File: config.mk
export PLATFORM = sky130hd
export DESIGN_NAME = shl_seq
export DESIGN_NICKNAME = d
export VERILOG_FILES = /design/src/rtl/shl_seq.sv
export SDC_FILE = /design/constraint.sdc
export NUM_CORES = 1
export LEC_CHECK = 0
export BUFFER_PORTS_ARGS = -buffer_cell sky130_fd_sc_hd__buf_2
export CORE_ASPECT_RATIO = 1.5
export CORE_MARGIN = 10
export CORE_UTILIZATION = 52
export CTS_CLUSTER_DIAMETER = 150
export DETAILED_ROUTE_END_ITERATION = 7
export HOLD_SLACK_MARGIN = 0.03
export PLACE_DENSITY = 0.75
export SLEW_MARGIN = 20
export SYNTH_ARGS = -nofsm -noshare
export SYNTH_HDL_FRONTEND = slang
export SYNTH_SLANG_ARGS = --single-unit
File: constraint.sdc
create_clock -name clk -period 2.1 [get_ports clk]
set_clock_uncertainty 0.1 [all_clocks]
set_input_delay 0 -clock clk [delete_from_list [all_inputs] [get_ports clk]]
set_output_delay 0 -clock clk [all_outputs]
set_load 0.01 [all_outputs]
File: src/rtl/shl_seq.sv
// shl_seq: multi-cycle 32-bit logical left shifter.
// The shift amount is applied as five fixed stages of 16, 8, 4, 2 and 1 bits,
// one stage per clock. Every operation therefore takes the same number of
// cycles, whatever the amount. The result is published on d_out together with
// a one-cycle done pulse.
module shl_seq (
  input  logic        clk,
  input  logic        rst_n,
  input  logic        start,
  input  logic [4:0]  sh_amt,
  input  logic [31:0] d_in,
  output logic        busy,
  output logic        done,
  output logic [31:0] d_out
);

  typedef enum logic [1:0] {
    IDLE  = 2'd0,
    SHIFT = 2'd1,
    FIN   = 2'd2
  } state_t;

  localparam logic [2:0] LAST_STAGE = 3'd4;

  state_t      state;
  state_t      state_nxt;
  logic [31:0] work;
  logic [4:0]  amt;
  logic [2:0]  stage;
  logic        accept;
  logic [31:0] work_shifted;

  // Stage 0..4 applies a 16/8/4/2/1-bit shift when amount bit 4..0 is set.
  // Zeros fill the low end and bits shifted past bit 31 are dropped.
  function automatic logic [31:0] stage_shift(input logic [31:0] w,
                                              input logic [4:0]  a,
                                              input logic [2:0]  s);
    logic [31:0] r;
    r = w;
    case (s)
      3'd0:    if (a[4]) r = {w[15:0], 16'h0000};
      3'd1:    if (a[3]) r = {w[23:0], 8'h00};
      3'd2:    if (a[2]) r = {w[27:0], 4'h0};
      3'd3:    if (a[1]) r = {w[29:0], 2'b00};
      3'd4:    if (a[0]) r = {w[30:0], 1'b0};
      default: r = w;
    endcase
    return r;
  endfunction

  assign work_shifted = stage_shift(work, amt, stage);

  // State register; reset drops any operation in flight.
  always_ff @(posedge clk or negedge rst_n) begin
    if (!rst_n) begin
      state <= IDLE;
    end else begin
      state <= state_nxt;
    end
  end

  // Next-state logic and status outputs. start is honoured only when not busy.
  always_comb begin
    state_nxt = state;
    busy      = 1'b0;
    done      = 1'b0;
    accept    = 1'b0;
    case (state)
      IDLE: begin
        if (start) begin
          accept    = 1'b1;
          state_nxt = SHIFT;
        end
      end
      SHIFT: begin
        busy = 1'b1;
        if (stage == LAST_STAGE) begin
          state_nxt = FIN;
        end
      end
      FIN: begin
        done = 1'b1;
        if (start) begin
          accept    = 1'b1;
          state_nxt = SHIFT;
        end else begin
          state_nxt = IDLE;
        end
      end
      default: begin
        state_nxt = IDLE;
      end
    endcase
  end

  // Datapath: capture the operands on accept, run one stage per clock in
  // SHIFT, and publish the result only when the last stage completes.
  always_ff @(posedge clk or negedge rst_n) begin
    if (!rst_n) begin
      work  <= 32'h0;
      amt   <= 5'h0;
      stage <= 3'h0;
      d_out <= 32'h0;
    end else if (accept) begin
      work  <= d_in;
      amt   <= sh_amt;
      stage <= 3'h0;
    end else if (state == SHIFT) begin
      work  <= work_shifted;
      stage <= stage + 3'd1;
      if (stage == LAST_STAGE) begin
        d_out <= work_shifted;
      end
    end
  end

endmodule

**Word level (Yosys, flattened, before mapping)**

Cells that the tools add are included.

- Register bits: 74
- Output and inout bits: 34

- Add/subtract/negate cells: 1
- Equality and inequality tests: 8
- Muxes and demuxes: 18
- Bitwise operators: 1
- Reduce and logical (&&, ||, !) cells: 6

Operator list:

| kind | count |
|---|---|
| 32-bit two-way mux | 7 |
| 32-bit one-hot mux with 5 select lines | 1 |
| 3-bit by 2-bit == test with 1-bit output, second input constant | 2 |
| 3-bit two-way mux | 2 |
| 2-bit one-hot mux with 3 select lines | 1 |
| 1-bit two-way mux | 5 |
| 2-bit two-way mux | 2 |
| 2-bit != test, second input constant | 2 |
| 3-bit by 1-bit adder with 3-bit output, second input constant | 1 |
| 3-bit by 1-bit == test with 1-bit output, second input constant | 1 |
| 3-bit == test, second input constant | 1 |
| 3-bit zero test | 1 |
| 3-bit AND reduction | 1 |
| 2-bit by 1-bit == test with 1-bit output, second input constant | 1 |
| 2-bit == test, second input constant | 1 |
| 2-bit zero test | 1 |
| 2-bit AND reduction | 1 |
| 2-bit nonzero test | 1 |
| 2-bit OR reduction | 1 |
| 1-bit inverter | 1 |

**Longest topological paths before layout**

Gate-level depths: netlist of run 1.

- Depth after elaboration: 5
- Depth in mapped cells: 10

**Worst setup path before layout of run 1**

OpenSTA, ideal clock, no wires.

- Path kind: reg2reg
- Start point: register stage[0]
- End point: register work[10]
- Setup time: 0.145 ns
- Arrival: 1.965 ns
- Data required time: 1.855 ns
- Slack: -0.110 ns
- Cell stages (with the launch flop): 9
- Cell sequence: dfrtp_1 -> inv_1 -> ha_1 -> nor3b_1 -> a311o_1 -> buf_6 -> o41ai_4 -> buf_6 -> o221ai_2

- Word-level cells in the longest chain between the ends: 4
- Elaborated cells between the ends (all ways): 8
- Those cells by class: eq/ne (4); mux (3); reduce/logical (1)

Ends and longest elaborated chain:

| item | RTL line | source |
|---|---|---|
| from (decl) | 29 | `logic [2:0] stage;` |
| from (signal assigned) | 110 | `stage <= stage + 3'd1;` |
| 3-bit == test (tied with other cells) | 40 | `case (s)` |
| 32-bit one-hot mux with 5 select lines (*) | 40 |  |
| 32-bit two-way mux (*) | 108 | `end else if (state == SHIFT) begin` |
| 32-bit two-way mux (*) | 104 | `end else if (accept) begin` |
| to (signal assigned) | 105 | `work <= d_in;` |
| to (signal assigned) | 109 | `work <= work_shifted;` |
| to (decl) | 27 | `logic [31:0] work;` |

Mark *: on every way between the ends. The rest lies on a longest branch, timed or not. The select of a mux whose other input is x is not followed.
A chain may end at the register's enable or synchronous reset.

**Final worst setup path of run 1**

- Start point: register stage[1]
- End point: register work[1]

The elaborated chain is that of the path after synthesis.

==> metrics, run 1 <==
first-pass GRT wire length 25.0 mm; Setup CP Type reg2reg; crit path capture type register; drt pass-1 iters 5; sequential fraction of the synthesis area 0.405; post-route setup slack -226 ps; cell taking the most area after synthesis dfrtp_1; synthesized cell area 0.00457 mm²; IO Count 74; slowest cell on the critical path dfrtp_1; Worst R2R Path Depth 8; failing checks setup timing; RSZ-0062 raised after global routing true; status finished, violations left; worst slew pin tran 957 ps; largest net degree at the start of global routing 75; clock sinks 74; Worst Hold Class in2async; Worst-Skew Late Latency 340 ps; RR Startpoint stage[1]; LEAKAGE 2.80 nW; Vias 4,999; 1st-iter DRT viols 458; Setup crit start kind register; initial antenna violation count 0; Nets 677; clock-pin slew on the worst setup and hold paths 60 ps; Max-Cap Viols 0; worst-path maximum fanout 8; post-synthesis async set-or-reset flop share 1.00; post-synth top area share 0.405; post-route minimum period 2330 ps; Max Freq 430 MHz; RR Endpoint work[1]; Final Hold Fails 0; # setup viols final 43; die area 0.0130 mm²; final period utilization 1.11; port buffer count 73; beginning of the critical path stage[1]; DRC 0; Initial Utilization 0.537; most frequent cells in the layout dfrtp_1, buf_2, nand2_1; gpl congestion 0.955; H-tree levels 3; Final Non-Filler Cells 744; global route total overflow 0; Primary FF master, synth dfrtp_1; placed cell count 666; Post-synth EDFFs 0; syn nets 536; Slowest Stage Delay on Critical Path 430 ps; WP data required 2210 ps; power per cell area 1800 mW/mm²; Syn Inst Count 491; ANT cells 0; placed wire-length estimate 10.4 mm; worst rel slew slack 0.362; Die Span X 96.6 µm; GRT Total Usage 0.244; multi-input combinational cell area 0.00285 mm²; Core ar. 0.00852 mm²; Synth cell types 42; # rows 41; Root Driver clkbuf_16; wire per inst 23.6 µm; WHS 250 ps; routed wire length 17.5 mm; CTS buffer count 9; Yosys reg bits 74; Fillers 528; clock buffer depth 2; register area 0.00185 mm²; R2R setup slack -230 ps; Die Y 135 µm; share of cells above drive strength 1 0.381; post-route ant nets 0; Final Core Density 0.777; CTS tree built; critical path, cell by cell buf_6 -> ha_4 -> nor3b_4 -> a311o_1 -> o41ai_4 -> buf_4 -> buf_12 -> o221ai_4; critical path endpoint work[1]; Yosys warning count 0; Area growth syn-to-layout 44.7%; mean post-synth cell area 9.31 µm²; Via-to-Cell Ratio 6.72; Pins Over Slew Limit 0; fin area 0.00662 mm²; placed inst area 0.00520 mm²; number of global-route vias before repair 4,870; main area contributors after synthesis dfrtp_1, mux2_2, a31oi_1; IR drop worst, VDD 1150 µV; WP data arrival 2430 ps
flip-flops by register name, summed over array words and instances, names as in the netlist:
signal and flops:
stage 3, state 2, work 32, amt 5, d_out 32
synthesized netlist by cell type (all sizes together) (2+ instances only):
cell type / instances
a221o: 16
mux2: 20
dfrtp: 74
ha: 5
nor2: 34
and4: 14
nor3b: 2
a22o: 5
inv: 20
o2bb2ai: 14
o21bai: 3
and3b: 16
a211oi: 3
o221ai: 13
o211ai: 11
o21ai: 36
a31oi: 32
and3: 24
a22oi: 25
buf: 12
nand3: 2
and2: 2
a21oi: 8
nand2: 48
clkbuf: 32
nor2b: 5
nand2b: 5
critical path, delay by kind of cell, from the launching register on:
kind,cells,cell delay (ps)
AOI/OAI and AO/OA,3,880
adders and majority gates,1,150
buffers and inverters,3,470
DFF,1,430
and+or+nand+nor,1,140
report_power, final:
| group | internal, W | switching [W] |
|---|---|---|
| Sequential | 0.00214 | 0.000983 |
| Combinational | 0.00340 | 0.00379 |
| Clock | 0.000990 | 0.000611 |
metal layers:
| layer | vias to the layer above | global-route usage | share of wire |
|---|---|---|---|
| li1 | 2144 | - | - |
| met1 | 2433 | 0.258 | 0.35 |
| met2 | 312 | 0.422 | 0.50 |
| met3 | 110 | 0.0388 | 0.072 |
| met4 | 0 | 0.165 | 0.073 |
| met5 | - | 0 | 0 |
kinds of logic (layout without fill, tap and decap cells):
kind of cell               after synthesis  count (layout)  synth area share
AOI/OAI and AO/OA                      171             171             0.282
and+or+nand+nor                        156             156             0.188
muxes                                   21              21            0.0514
DFF                                     74              74             0.405
buffers and inverters                   64             210            0.0602
adders and majority gates                5               5            0.0137
worst min path at each step:
stage          startpoint        to  slack, ps  cells after the start
5_1_grt           d_in[7]   work[7]        320                      4
2_1_floorplan       rst_n    amt[0]       -400                      0
4_1_cts             rst_n    amt[2]        290                      2
6_report            rst_n  work[17]        250                      2
3_3_place_gp        rst_n  work[19]        100                      1
3_5_place_dp        rst_n  work[17]        100                      1
per-stage QoR:
step                power, W  TNS, ps  worst slack [ps]
CTS                   0.0104    -2890              -165
finish                0.0119    -3700              -226
floorplan            0.00613     -846             -94.6
detailed placement   0.00808    -5210              -187
global route          0.0125    -6100              -260
global placement     0.00793    -2250              -114
layout make-up:
class | count | area share
Clock buffer | 13 | 0.0393
Clock inverter | 3 | 0.00700
Inverter | 20 | 0.0113
Multi-Input combinational cell | 353 | 0.430
Sequential cell | 74 | 0.280
Tap cell | 107 | 0.0202
Timing Repair Buffer | 174 | 0.212
timing repair:
item | CTS | global route
endpoints found under the hold margin | 112 | 0
pin swaps | 9 | 40
cloned | 1 | 5
setup buffers | 9 | 9
setup endpoints to repair | 49 | 64
resized for setup | 35 | 94
hold buffers | 39 | 0
(Power assumes the default switching activity.)
==> inputs of run 2 (changes only) <==
- CELL_PAD_IN_SITES_DETAIL_PLACEMENT: default -> 0
- CELL_PAD_IN_SITES_GLOBAL_PLACEMENT: default -> 1
- CORE_UTILIZATION: 52 -> 39
- PLACE_DENSITY: 0.75 -> 0.74
==> run 2 against run 1 <==
The run still ends with setup timing left. Routed wire length decreased by 7.4%. Largest cell class unchanged. Worst setup slack better by 130 ps. Non-clock buffer count is 14 lower. Count of clock-buffer cells in the layout decreased by 2. Largest power group unchanged.
==> metrics, run 2 (synthesis results as in run 1) <==
status finished, violations left; failing checks setup timing; first-pass GRT wire length 25.4 mm; Fillers 1,027; Final Hold Fails 0; CTS buffer count 9; 1st-iter DRT viols 242; initial antenna violation count 0; most frequent cells in the layout buf_2, dfrtp_1, nand2_1; setup TNS -1180 ps; Via-to-Cell Ratio 5.94; Setup CP Type reg2reg; Pins Over Slew Limit 0; power per cell area 1730 mW/mm²; CP bufs+invs 3; # setup viols final 18; GRT Total Usage 0.192; gpl congestion 0.919; CP top delay family compound AO/OA/AOI/OAI gates; Setup crit start kind register; Die Y 153 µm; multi-input combinational cell area 0.00267 mm²; LEAKAGE 2.68 nW; Max Freq 455 MHz; share of cells above drive strength 1 0.327; # rows 48; IO Count 74; largest net degree at the start of global routing 75; number of global-route vias before repair 4,724; Largest regs d_out x32, work x32, amt x5; IR drop worst, VDD 770 µV; Vias 4,589; routed wire length 16.2 mm; worst slew pin tran 984 ps; crit path capture type register; slowest cell on the critical path dfrtp_2; Worst R2R Path Depth 8; ANT cells 0; pre-CTS setup slack -181 ps; drt pass-1 iters 5; global route total overflow 0; DRC 0; die area 0.0165 mm²; Crit path depth 8; H-tree levels 3; final period utilization 1.05; critical path, cell by cell buf_6 -> ha_4 -> nor3b_2 -> a311o_2 -> o41ai_4 -> buf_4 -> clkbuf_16 -> o221ai_2; Nets 663; Worst-Skew Late Latency 350 ps; post-route ant nets 0; Worst Hold Class in2async; RSZ-0062 raised after global routing true; Root Driver clkbuf_16; CTS tree built; post-route setup slack -97.0 ps; post-route minimum period 2200 ps; clock buffer depth 2; R2R setup slack -100 ps; clock sinks 74; clock-pin slew on the worst setup and hold paths 60 ps; port buffer count 73; Initial Utilization 0.399; placed inst area 0.00533 mm²; fin area 0.00638 mm²; placed wire-length estimate 11.0 mm; WP data arrival 2310 ps; WHS 234 ps; Max-Cap Viols 0; Final Core Density 0.556; worst rel slew slack 0.344; WP data required 2220 ps; commonest non-fill, non-tap cell in the layout buf_2; wire per inst 21.0 µm; Area growth syn-to-layout 39.5%; register area 0.00186 mm²; Die Span X 108 µm; worst-path maximum fanout 7; Slowest Stage Delay on Critical Path 450 ps; Core ar. 0.0115 mm²
run 2: cell count changes in the layout (fill, tap and decap cells not counted), moves of 7 or more:
cell and delta:
o21ai_0 +12, buf_6 -11, and3_1 +8, o21ai_2 -8, and3_4 -7
run 2: where the power goes:
group	internal, W	switching, W
clock network	0.00116	0.000630
logic	0.00291	0.00319
registers	0.00214	0.00101
run 2: layout make-up:
type                            count  share of cell area
Tap cell                          150              0.0294
Multi-Input combinational cell    353               0.419
Clock buffer                       11              0.0365
Clock inverter                      5              0.0161
Sequential cell                    74               0.291
Timing Repair Buffer              160               0.196
Inverter                           20              0.0122
run 2: worst paths after layout:
path                       startpoint   endpoint
min in group clk              d_in[0]    work[0]
max in group asynchronous       rst_n   stage[0]
hold / removal                  rst_n  d_out[17]
setup / recovery             stage[1]   work[10]
setup reg to reg             stage[1]   work[10]
hold reg to reg             d_out[19]  d_out[19]
run 2: stage by stage:
step,std cells,total power [W]
final,773,0.0110
after global routing,773,0.0117
after CTS,765,0.0102
after detailed placement,709,0.00834
after global placement,709,0.00825
after floorplan,491,0.00613
run 2: metal layers:
metal,up-vias,part of all wire,global-route usage
li1,2116,-,-
met1,2289,0.39,0.218
met2,140,0.52,0.329
met3,44,0.050,0.0381
met4,0,0.034,0.0907
met5,-,0,0
run 2: worst reg2reg max path: stages (launching register included):
cell       delay, ps
dfrtp_2          450
buf_6            140
ha_4             160
nor3b_2          150
a311o_2          390
o41ai_4          220
buf_4            200
clkbuf_16        160
o221ai_2         100
run 2: repair_timing:
| item | 4_1_cts | 5_1_grt |
|---|---|---|
| buffers inserted | 1 | 6 |
| hold buffers | 39 | 0 |
| gates cloned | 0 | 2 |
| pin swaps | 0 | 7 |
| hold endpoints to repair | 112 | 0 |
| setup endpoints to repair | 46 | 38 |
| gates resized for setup | 4 | 51 |
==> inputs of run 3 (changes only) <==
- BUFFER_PORTS_ARGS: -buffer_cell sky130_fd_sc_hd__buf_2 -> default
- CORE_UTILIZATION: 39 -> 49
- DONT_BUFFER_PORTS: default -> 1
- PLACE_DENSITY: 0.74 -> 0.78
- clock period: 2.1 -> 2.03 ns (I/O delays scaled with it)
==> run 3 against run 2 <==
The flow still finishes with violations (setup timing). Non-clock buffer count shrank 61. Count of clock-buffer cells in the layout unchanged. Final cell count down 13%. Register-to-register slack got worse by 30 ps. First-iteration DRC count increased by 43%. Maximum frequency increased by 2.0%. Critical path type unchanged. Largest cell class unchanged.
==> metrics, run 3 (synthesis results as in run 1) <==
post-route minimum period 2150 ps; DRC 0; H-tree levels 3; number of global-route vias before repair 4,571; Met1 Wirelength 5.89 mm; Setup CP Type reg2reg; initial antenna violation count 0; clock sinks 74; share of cells above drive strength 1 0.324; worst rel slew slack 0.632; die area 0.0137 mm²; IR drop worst, VDD 1080 µV; routed wire length 16.4 mm; Final Hold Fails 0; Switching Fraction 0.459; Switch Pwr 0.00526 W; wire per inst 24.3 µm; final period utilization 1.06; met2 wire length 8.83 mm; Initial Utilization 0.497; IO Count 74; CTS tree built; clock-pin slew on the worst setup and hold paths 60 ps; register share of total power 0.299; Pins Over Slew Limit 0; WP data arrival 2270 ps; clock buffer depth 2; 1st-iter DRT viols 345; Largest regs d_out x32, work x32, amt x5; # setup viols final 42; global route total overflow 0; GRT Total Usage 0.226; LEAKAGE 2.52 nW; Int Pwr 0.00622 W; WHS 30.5 ps; largest net degree at the start of global routing 75; Worst Hold Class in2reg; CTS buffer count 9; Worst-Skew Late Latency 350 ps; post-route setup slack -123 ps; Core ar. 0.00920 mm²; crit path capture type register; first-pass GRT wire length 25.1 mm; post-route ant nets 0; worst slew pin tran 547 ps; Vias 4,414; Via-to-Cell Ratio 6.55; Root Driver clkbuf_16; Die Y 138 µm; ANT cells 0; RSZ-0062 raised after global routing true; port buffer count 0; Nets 602; Area growth syn-to-layout 39.0%; worst-path maximum fanout 8; Combinational Power Share 0.566; most frequent cells in the layout dfrtp_1, nand2_1, dlygate4sd3_1; status finished, violations left; Die Span X 98.9 µm; placed wire-length estimate 11.0 mm; drt pass-1 iters 4; fin area 0.00635 mm²; Setup crit start kind register; gpl congestion 0.944; WP data required 2150 ps; Max-Cap Viols 0; failing checks setup timing; top sig layer met4; Clk pwr share 0.135; WL met3 1.02 mm; commonest non-fill, non-tap cell in the layout dfrtp_1; Max Freq 464 MHz; # rows 43; Fillers 674; placed inst area 0.00496 mm²; power per cell area 1810 mW/mm²
## run 3: cell count changes in the layout (fill, tap and decap cells not counted), moves of 4 or more
| cell | change |
|---|---|
| nand2_2 | +4 |
| a31oi_4 | +4 |
| a21oi_1 | -4 |
| buf_2 | -73 |
| nand2_1 | -5 |
| a22oi_2 | +9 |
| and3_1 | -9 |
| buf_6 | +6 |
| a22oi_1 | -9 |
| and3_4 | +9 |
| a31oi_1 | -5 |
## run 3: worst paths after layout
check | from | endpoint | slack, ps | cells after the start
min in group asynchronous | rst_n | amt[3] | 120 | 2
min reg2reg | work[31] | d_out[31] | 470 | 2
max in group asynchronous | rst_n | stage[2] | 1410 | 2
max reg2reg | stage[0] | work[1] | -120 | 7
min | start | work[30] | 30 | 3
max | stage[0] | work[1] | -120 | 7
## run 3: cell type report
type / instances / area [µm²] / area share
Multi-Input combinational cell: 353 / 2890 / 0.455
Sequential cell: 74 / 1860 / 0.292
Timing Repair Buffer: 99 / 1100 / 0.173
Clock buffer: 11 / 253 / 0.0398
Tap cell: 112 / 140 / 0.0221
Inverter: 20 / 75.1 / 0.0118
Clock inverter: 5 / 38.8 / 0.00610
## run 3: what timing repair did
item,CTS,global route
hold endpoints to repair,112,0
cloned,2,3
hold buffers,41,0
setup endpoints to repair,63,63
pin swaps,16,34
setup buffers,6,4
gates resized for setup,45,76
## run 3: power by group through the flow
stage	registers (W)	logic (W)	clock network [W]
after floorplan	0.00295	0.00340	0
after global placement	0.00334	0.00487	0
after detailed placement	0.00335	0.00497	0
after CTS	0.00336	0.00580	0.00156
after global routing	0.00352	0.00696	0.00161
final	0.00343	0.00650	0.00155
## run 3: metrics by stage
stage | TNS (ps) | cells | power [W] | setup slack [ps] | utilization
final | -2320 | 674 | 0.0115 | -123 | 0.691
after global routing | -6310 | 674 | 0.0121 | -191 | 0.691
after CTS | -2660 | 668 | 0.0107 | -140 | 0.645
after detailed placement | -7490 | 603 | 0.00832 | -248 | 0.539
after global placement | -4990 | 603 | 0.00821 | -169 | 0.539
after floorplan | -1720 | 491 | 0.00635 | -162 | -
## run 3: critical path, stage by stage, from the launching register on
cell,delay (ps)
dfrtp_2,460
ha_4,190
ha_4,160
nor2b_4,130
a21o_4,210
o41ai_4,420
buf_6,240
o221ai_2,110
## run 3: routing by layer
metal,global-route usage,vias to the layer above
li1,-,1993
met1,0.240,2213
met3,0.0569,52
met4,0.120,0
met2,0.395,156
met5,0,-
